[config.mk]
export PLATFORM = sky130hd
export DESIGN_NAME = freq_frame_ctrl
export DESIGN_NICKNAME = d
export VERILOG_FILES = /design/src/rtl/freq_pkg.sv /design/src/rtl/freq_frame_ctrl.sv
export SDC_FILE = /design/constraint.sdc
export NUM_CORES = 1
export LEC_CHECK = 0
export CORE_ASPECT_RATIO = 1.2
export CORE_MARGIN = 2
export CORE_UTILIZATION = 30
export CTS_CLUSTER_DIAMETER = 50
export CTS_CLUSTER_SIZE = 25
export DETAILED_ROUTE_END_ITERATION = 10
export SYNTH_ARGS = -nofsm -noshare
export SYNTH_HDL_FRONTEND = slang
export SYNTH_SLANG_ARGS = --single-unit
[constraint.sdc]
create_clock -name sink_clk -period 2.5 [get_ports sink_clk]
set_clock_uncertainty 0.15 [all_clocks]
set_input_delay 0.625 -clock sink_clk [delete_from_list [all_inputs] [get_ports sink_clk]]
set_output_delay 0.625 -clock sink_clk [all_outputs]
set_load 0.03 [all_outputs]
[src/rtl/freq_pkg.sv]
// Shared types and constants for the spectral frame controller and its buffer/heap neighbours.
package freq_pkg;

  typedef enum logic [1:0] {
    IDLE   = 2'd0,
    FILL   = 2'd1,
    DRAIN  = 2'd2,
    SETTLE = 2'd3
  } frame_state_t;

  // Fixed-point format of the magnitude/phase words held in the bin buffer.
  localparam int MAG_W      = 16;
  localparam int MAG_FRAC   = 8;
  localparam int PHASE_W    = 16;
  localparam int PHASE_FRAC = 13;

endpackage

[src/rtl/freq_frame_ctrl.sv]
// Frame controller: writes one frame of bins into the buffer and max-heap,
// then streams the top PEAKS heap entries downstream as peak bin indices.
module freq_frame_ctrl
  import freq_pkg::*;
#(
  parameter int  TOT_SIZE = 1024,
  parameter int  PEAKS    = 4,
  localparam int AW       = $clog2(TOT_SIZE)
) (
  input  logic          sink_clk,
  input  logic          reset,
  input  logic          sink_sop,
  input  logic          sink_valid,
  output logic          buf_we,
  output logic [AW-1:0] buf_addr,
  output logic          heap_push,
  output logic          heap_pop,
  output logic          heap_clear,
  input  logic          heap_empty,
  input  logic [AW-1:0] heap_top_idx,
  output logic          source_valid,
  input  logic          source_ready,
  output logic          source_sop,
  output logic          source_eop,
  output logic [AW-1:0] source_idx,
  output logic          frame_err,
  output logic          busy,
  output frame_state_t  state_dbg
);

  localparam logic [AW-1:0] BIN_LAST = AW'(TOT_SIZE - 1);
  localparam logic [AW:0]   PK_LAST  = (AW+1)'(PEAKS - 1);

  // Source handshake: a peak transfers on a cycle where source_valid && source_ready;
  // once raised, source_valid/idx/sop/eop hold until that transfer.
  // The heap's heap_top_idx/heap_empty already reflect a push or pop issued in the
  // same cycle, so the cycle after a pop (SETTLE) can present the next peak.

  frame_state_t  state_q, state_d;
  logic [AW-1:0] bin_cnt_q, bin_cnt_d;
  logic [AW:0]   pk_cnt_q, pk_cnt_d;
  logic          buf_we_q, buf_we_d;
  logic [AW-1:0] buf_addr_q, buf_addr_d;
  logic          heap_push_q, heap_push_d;
  logic          heap_pop_q, heap_pop_d;
  logic          heap_clear_q, heap_clear_d;
  logic          frame_err_q, frame_err_d;
  logic          src_valid_q, src_valid_d;
  logic          src_sop_q, src_sop_d;
  logic          src_eop_q, src_eop_d;
  logic [AW-1:0] src_idx_q, src_idx_d;
  logic          busy_q;
  logic          load_peak;

  always_comb begin
    state_d      = state_q;
    bin_cnt_d    = bin_cnt_q;
    pk_cnt_d     = pk_cnt_q;
    buf_we_d     = 1'b0;
    buf_addr_d   = buf_addr_q;
    heap_push_d  = 1'b0;
    heap_pop_d   = 1'b0;
    heap_clear_d = 1'b0;
    frame_err_d  = 1'b0;
    src_valid_d  = 1'b0;
    src_sop_d    = 1'b0;
    src_eop_d    = 1'b0;
    src_idx_d    = src_idx_q;
    load_peak    = 1'b0;
    case (state_q)
      IDLE: begin
        pk_cnt_d = '0;
        if (sink_valid && sink_sop) begin
          buf_we_d    = 1'b1;
          heap_push_d = 1'b1;
          buf_addr_d  = '0;
          bin_cnt_d   = AW'(1);
          state_d     = FILL;
        end
      end
      FILL: begin
        if (sink_valid && sink_sop) begin
          frame_err_d  = 1'b1;
          heap_clear_d = 1'b1;
          bin_cnt_d    = '0;
          state_d      = IDLE;
        end else if (sink_valid) begin
          buf_we_d    = 1'b1;
          heap_push_d = 1'b1;
          buf_addr_d  = bin_cnt_q;
          if (bin_cnt_q == BIN_LAST) begin
            bin_cnt_d = '0;
            pk_cnt_d  = '0;
            state_d   = DRAIN;
          end else begin
            bin_cnt_d = bin_cnt_q + AW'(1);
          end
        end
      end
      DRAIN: begin
        frame_err_d = sink_valid && sink_sop;
        if (heap_empty) begin
          frame_err_d  = 1'b1;
          heap_clear_d = 1'b1;
          state_d      = IDLE;
        end else if (!src_valid_q) begin
          // First DRAIN cycle: the last bin's push lands in the heap this cycle.
          load_peak = 1'b1;
        end else if (source_ready) begin
          heap_pop_d = 1'b1;
          pk_cnt_d   = pk_cnt_q + (AW+1)'(1);
          if (pk_cnt_q == PK_LAST) begin
            heap_clear_d = 1'b1;
            state_d      = IDLE;
          end else begin
            state_d = SETTLE;
          end
        end else begin
          src_valid_d = 1'b1;
          src_sop_d   = src_sop_q;
          src_eop_d   = src_eop_q;
        end
      end
      SETTLE: begin
        frame_err_d = sink_valid && sink_sop;
        if (heap_empty) begin
          frame_err_d  = 1'b1;
          heap_clear_d = 1'b1;
          state_d      = IDLE;
        end else begin
          state_d   = DRAIN;
          load_peak = 1'b1;
        end
      end
      default: state_d = IDLE;
    endcase
    if (load_peak) begin
      src_valid_d = 1'b1;
      src_idx_d   = heap_top_idx;
      src_sop_d   = (pk_cnt_q == '0);
      src_eop_d   = (pk_cnt_q == PK_LAST);
    end
  end

  always_ff @(posedge sink_clk) begin
    if (reset) begin
      state_q      <= IDLE;
      bin_cnt_q    <= '0;
      pk_cnt_q     <= '0;
      buf_we_q     <= 1'b0;
      buf_addr_q   <= '0;
      heap_push_q  <= 1'b0;
      heap_pop_q   <= 1'b0;
      heap_clear_q <= 1'b0;
      frame_err_q  <= 1'b0;
      src_valid_q  <= 1'b0;
      src_sop_q    <= 1'b0;
      src_eop_q    <= 1'b0;
      src_idx_q    <= '0;
      busy_q       <= 1'b0;
    end else begin
      state_q      <= state_d;
      bin_cnt_q    <= bin_cnt_d;
      pk_cnt_q     <= pk_cnt_d;
      buf_we_q     <= buf_we_d;
      buf_addr_q   <= buf_addr_d;
      heap_push_q  <= heap_push_d;
      heap_pop_q   <= heap_pop_d;
      heap_clear_q <= heap_clear_d;
      frame_err_q  <= frame_err_d;
      src_valid_q  <= src_valid_d;
      src_sop_q    <= src_sop_d;
      src_eop_q    <= src_eop_d;
      src_idx_q    <= src_idx_d;
      busy_q       <= (state_d != IDLE);
    end
  end

  assign buf_we       = buf_we_q;
  assign buf_addr     = buf_addr_q;
  assign heap_push    = heap_push_q;
  assign heap_pop     = heap_pop_q;
  assign heap_clear   = heap_clear_q;
  assign frame_err    = frame_err_q;
  assign source_valid = src_valid_q;
  assign source_sop   = src_sop_q;
  assign source_eop   = src_eop_q;
  assign source_idx   = src_idx_q;
  assign busy         = busy_q;
  assign state_dbg    = state_q;

endmodule
==> reports/results.ini, run 1 <==
[die]
ios = 47
die_area_mm2 = 0.00851
die_w_um = 84.5
rows = 35
core_area_mm2 = 0.00762
dieHeight_um = 101
initial_utilization_pct = 30.6

[cells_and_area]
fin_area_mm2 = 0.00311
ff_latch_area_mm2 = 0.00102
area_delta_synth_final_pct = 33.2
stdcell_count = 411
nFillCells = 799
insertedDiodeCount = 0
multi_input_area_mm2 = 0.00121
drive_gt1_share_pct = 10.3
final_nets = 337

[clock_network]
path_clk_slew_ns = 0.09
cts_made_buffers = 5
post_cts_buffers = 0
cts_max_level = 2
cts_root_buf = clkbuf_8
insertion_delay_ns = 0.30
cts_tree = built
clock_sinks = 51
cts_buffer_depth = 2

[drt]
wl_per_cell_um = 14.0
drc = 0
vias = 2149
routed_via_density = 5.23
drt_iter0_drc = 101
wirelength_um = 5750
firstDrtPassIters = 4
drtAntennaViolNets = 0

[run_status]
status = finished clean

[global_route]
grt-ovfl-total = 0
grt_max_degree = 21
grt_usage_pct = 14.2
antenna_found_initial = 0
grt_pass1_vias = 2068
grt_pass1_wl_um = 10100

[run]
maxCapViolCount = 0

[worst_setup_path]
startpoint_type = flip-flop
crit_arrival_ns = 1.50
worst_r2r_path_depth = 5
rr_endpoint = pk_cnt_q[9]
crit_fanout = 9
cp_slowest_stage_delay_ns = 0.72
r2r_slack_ns = 0.37
crit_family = buffers and inverters
worst-setup-path-type = flip-flop to output port
cp_slowest_cell = clkdlybuf4s50_1
worstPathRequired_ns = 1.73
setup.worst_path.start = state_dbg[1]
crit_buf_inv = 1
end_kind = output port
r2r_start = bin_cnt_q[0]
crit_chain = clkdlybuf4s50_1

[synthesis]
synth.area.top_cells = dfxtp_1, nor2_1, mux2i_1
synth_fp_nets = 280
yosys.area.top_type = dfxtp_1
syn_area_mm2 = 0.00233
synth_edf_count = 0
yosys.area.top_type_share_pct = 43.7
syn-mean-instance-area_um2 = 8.95
syn_inst = 261
yosys_register_bits = 51
ys_seq_area_share_pct = 43.7
async_flop_share_pct = 0
yosys-top-cells-count = dfxtp_1, nor2_1, a21oi_1, mux2i_1, a22oi_1
yosys_warnings = 0
synth_cell_type_count = 44
yosysMostFrequentCell = dfxtp_1
synth-main-ff-cell = dfxtp_1

[timing]
finalCritPeriodShare_pct = 91.0
setup_violations = 0
slew_viol_final = 0
fin_setup_tns_ns = 0
worst_pin_slew_ns = 0.500
hold_viol = 0
rsz0062_at_grt = no
slew_headroom_pct = 66.2
fmax_ghz = 0.440
min_period_ns = 2.27

[power_and_ir_drop]
finalPower_w = 0.00163
p_leak_nw = 1.03
power_per_cell_area_mw_per_mm2 = 525
peakVddDrop_v = 0.000372

[placed_design]
io_buffer_count = 46
place_congestion = 0.819
dpl_cell_area_mm2 = 0.00297
place_inst = 403
post-dp-hpwl_um = 4170

[min_path]
hp-class = flip-flop to flip-flop
worstHoldEndpoint = pk_cnt_q[10]
hold_depth = 2
hp-start = pk_cnt_q[10]

## cells in the final DEF, fill, tap and decap left out, types with 2 or more instances in the layout
cell,instances
buf_4,19
a22oi_1,10
nor2_1,39
nor4_1,4
a21o_1,2
o21ai_0,8
xnor2_1,5
and3_1,4
ha_1,3
clkbuf_8,5
dfxtp_1,50
o31ai_1,6
and4_1,2
a211oi_1,2
nand2_1,9
mux2i_1,12
a311oi_1,4
or4_1,5
inv_1,6
bufinv_16,2
a32oi_1,3
a41oi_1,3
nor3_1,9
nand3_1,8
a21oi_1,18
o21bai_1,2
nand4_1,5
nor4b_1,4
and2_1,2
nand2b_1,8
clkdlybuf4s50_1,46
## metrics by stage
stage               utilization (%)  setup WS [ns]  hold slack, ns
global route                   40.8          0.173           0.380
global placement               39.0      -0.000645           0.321
detailed placement             39.0        -0.0212           0.328
finish                         40.8          0.225           0.349
CTS                            40.8         0.0543           0.351
floorplan                         -          0.514           0.306
## metal layers
metal	share of wire, %	vias to the layer above	global-route usage (%)
met5	0	-	0
met4	0.49	0	3.17
met3	3.4	4	2.78
met2	50	42	24.7
met1	46	1025	18.4
li1	-	1078	-
## where the power goes
part | internal (W) | switching, W
registers | 0.000818 | 0.00000567
logic | 0.0000612 | 0.0000733
clock network | 0.000399 | 0.000275
total | 0.00128 | 0.000354
## registers in the layout, summed over array words and instances (netlist names), 2 cells and up
| name | count |
|---|---|
| pk_cnt_q | 11 |
| bin_cnt_q | 10 |
| source_idx | 10 |
| buf_addr | 10 |
| state_dbg | 2 |
## cell type report
cell class / count / area share [%]
clock inverters: 3 / 2.17
repair buffers: 65 / 19.4
clock buffers: 5 / 2.21
flip-flops and latches: 51 / 32.9
well taps: 92 / 3.70
multi-input cells: 189 / 38.9
inverters: 6 / 0.724
## worst max path at each step
stage / end / slack (ns) / cells after the start
floorplan: pk_cnt_q[6] / 0.51 / 7
global placement: pk_cnt_q[8] / -0.0006 / 5
detailed placement: pk_cnt_q[9] / -0.02 / 5
CTS: state_dbg[1] / 0.05 / 1
global route: state_dbg[1] / 0.17 / 1
finish: state_dbg[1] / 0.23 / 1
## kinds of logic (layout without fill, tap and decap cells)
family | Yosys count | in the layout | share of synthesized area (%)
fa+ha+maj | 3 | 3 | 1.61
flops | 51 | 51 | 43.7
simple gates | 106 | 106 | 24.2
buf+inv | 21 | 79 | 4.45
compound gates | 62 | 62 | 18.6
mux | 12 | 12 | 5.14
xor+xnor | 6 | 6 | 2.25
## repair_timing
| action | CTS | global route |
|---|---|---|
| gates resized for setup | 0 | 1 |
| setup endpoints to repair | 0 | 1 |
| hold buffers | 0 | 0 |
(Power assumes the default switching activity.)
==> run 2: changes to the inputs <==
ABC_AREA = 1   (was not set)
==> reports/results.ini, run 2 <==
[timing]
setup_violations = 0
min_period_ns = 2.25
fin_setup_tns_ns = 0
slew_viol_final = 0
hold_viol = 0
slew_headroom_pct = 67.6
finalCritPeriodShare_pct = 90.0
rsz0062_at_grt = no
worst_pin_slew_ns = 0.486
fmax_ghz = 0.444

[cells_and_area]
area_delta_synth_final_pct = 27.6
regMostFlops = pk_cnt_q
final_cell_mix = nand2_1, nor2_1, dfxtp_1, clkdlybuf4s50_1, inv_1
largest_reg_flops = 11
ff_latch_area_mm2 = 0.00102
final_nets = 437
multi_input_area_mm2 = 0.00120
insertedDiodeCount = 0
drive_gt1_share_pct = 5.98
layout_commonest_cell = nand2_1
utilization_pct = 39.9
nFillCells = 826

[worst_setup_path]
crit_family = buffers and inverters
startpoint_type = flip-flop
end_kind = output port
crit_fanout = 7
worst_r2r_path_depth = 9
crit_chain = clkdlybuf4s50_1
crit_buf_inv = 1
cp_slowest_cell = clkdlybuf4s50_1
worstPathRequired_ns = 1.73
path_depth = 1
crit_arrival_ns = 1.47
cp_slowest_stage_delay_ns = 0.72
worst-setup-path-type = flip-flop to output port

[power_and_ir_drop]
p_leak_nw = 1.17
power_per_cell_area_mw_per_mm2 = 466
peakVddDrop_v = 0.000182

[placed_design]
post-dp-hpwl_um = 4390
io_buffer_count = 46
place_congestion = 0.811

[synthesis]
yosys-top-cells-count = nand2_1, nor2_1, dfxtp_1, inv_1, a21oi_1
syn-mean-instance-area_um2 = 6.59
yosys.area.top_type = dfxtp_1
yosysMostFrequentCell = nand2_1
synth_edf_count = 0
yosys_register_bits = 51
syn_inst = 368
yosys.area.top_type_share_pct = 42.1
synth-main-ff-cell = dfxtp_1
ys_seq_area_share_pct = 42.1
synth.area.top_cells = dfxtp_1, nand2_1, nor2_1
syn_area_mm2 = 0.00242
synth_fp_nets = 387
yosys_warnings = 0
async_flop_share_pct = 0
synth_cell_type_count = 29

[drt]
drt_iter0_drc = 97
dr_wl_met3_um = 291
drtAntennaViolNets = 0
met1_length_um = 2550
wirelength_um = 5870
routed_via_density = 4.67
drc = 0
route.met2.wl_um = 3010
vias = 2380
firstDrtPassIters = 4
routed.top_layer = met4
wl_per_cell_um = 11.5

[die]
rows = 35
core_area_mm2 = 0.00775
die_area_mm2 = 0.00882
ios = 47
die_w_um = 86.1
dieHeight_um = 102
initial_utilization_pct = 31.3

[global_route]
grt_pass1_wl_um = 9840
grt_max_degree = 28
grt-ovfl-total = 0
antenna_found_initial = 0
grt_usage_pct = 13.7
grt_pass1_vias = 2247

[min_path]
hold_depth = 2
hp-class = flip-flop to flip-flop

[clock_network]
path_clk_slew_ns = 0.09
cts_resized = 0
clock_sinks = 51
cts_root_buf = clkbuf_8
cts_max_level = 2
post_cts_buffers = 0
cts_made_buffers = 5
cts_buffer_depth = 2
cts_tree = built
insertion_delay_ns = 0.30
ctsHoldBuffers = 0

[run_status]
status = finished clean

[run]
maxCapViolCount = 0

-- run 2: cell count changes after synthesis, moves of 10 or more --
| cell | delta |
|---|---|
| nand2_1 | +93 |
| nor2_1 | +32 |
| inv_1 | +27 |
| nand3_1 | +15 |
| mux2i_1 | -12 |
| a21oi_1 | +11 |
| a22oi_1 | -10 |
-- run 2: layout make-up --
| class | instances | share of cell area, % |
|---|---|---|
| Timing Repair Buffer | 56 | 17.3 |
| Multi-Input combinational cell | 268 | 38.8 |
| Inverter | 36 | 4.37 |
| Clock buffer | 6 | 2.67 |
| Clock inverter | 1 | 0.162 |
| Tap cell | 92 | 3.72 |
| Sequential cell | 51 | 33.0 |
-- run 2: cell families after synthesis --
family | count (synthesis) | synth area share [%]
buffers and inverters | 49 | 8.41
xor gates and xnor gates | 2 | 0.723
DFF | 51 | 42.1
AOI/OAI and AO/OA | 50 | 10.7
adders and majority gates | 3 | 1.55
and+or+nand+nor | 213 | 36.5
-- run 2: stage by stage --
step	cell area [um^2]	hold WS (ns)	worst slack, ns	cells	power, W
4_1_cts	3090	0.318	0.224	510	0.00147
3_3_place_gp	3010	0.296	0.283	503	0.000981
6_report	3090	0.314	0.250	510	0.00144
3_5_place_dp	3010	0.304	0.213	503	0.000983
5_1_grt	3090	0.329	0.158	510	0.00152
2_1_floorplan	2420	0.289	0.826	368	0.000925
-- run 2: final timing paths --
path / start / endpoint / slack, ns
worst max-delay path: state_dbg[0] / state_dbg[0] / 0.25
worst min-delay path: buf_addr[7] / buf_addr[7] / 0.31
worst max register to register: bin_cnt_q[1] / pk_cnt_q[0] / 0.59
worst min register to register: buf_addr[7] / buf_addr[7] / 0.31
-- run 2: power by group --
part / leakage, nW / internal [W] / switching, W / total, W
clock: 0.0470 / 0.000218 / 0.000261 / 0.000479
combinational: 0.711 / 0.0000548 / 0.0000824 / 0.000137
sequential: 0.412 / 0.000819 / 0.00000609 / 0.000825
total: 1.17 / 0.00109 / 0.000349 / 0.00144
-- run 2: layer usage --
layer / GRT usage, % / vias up
met5: 0 / -
met4: 2.20 / 0
met3: 3.63 / 2
met2: 25.5 / 52
met1: 15.9 / 1057
li1: - / 1269
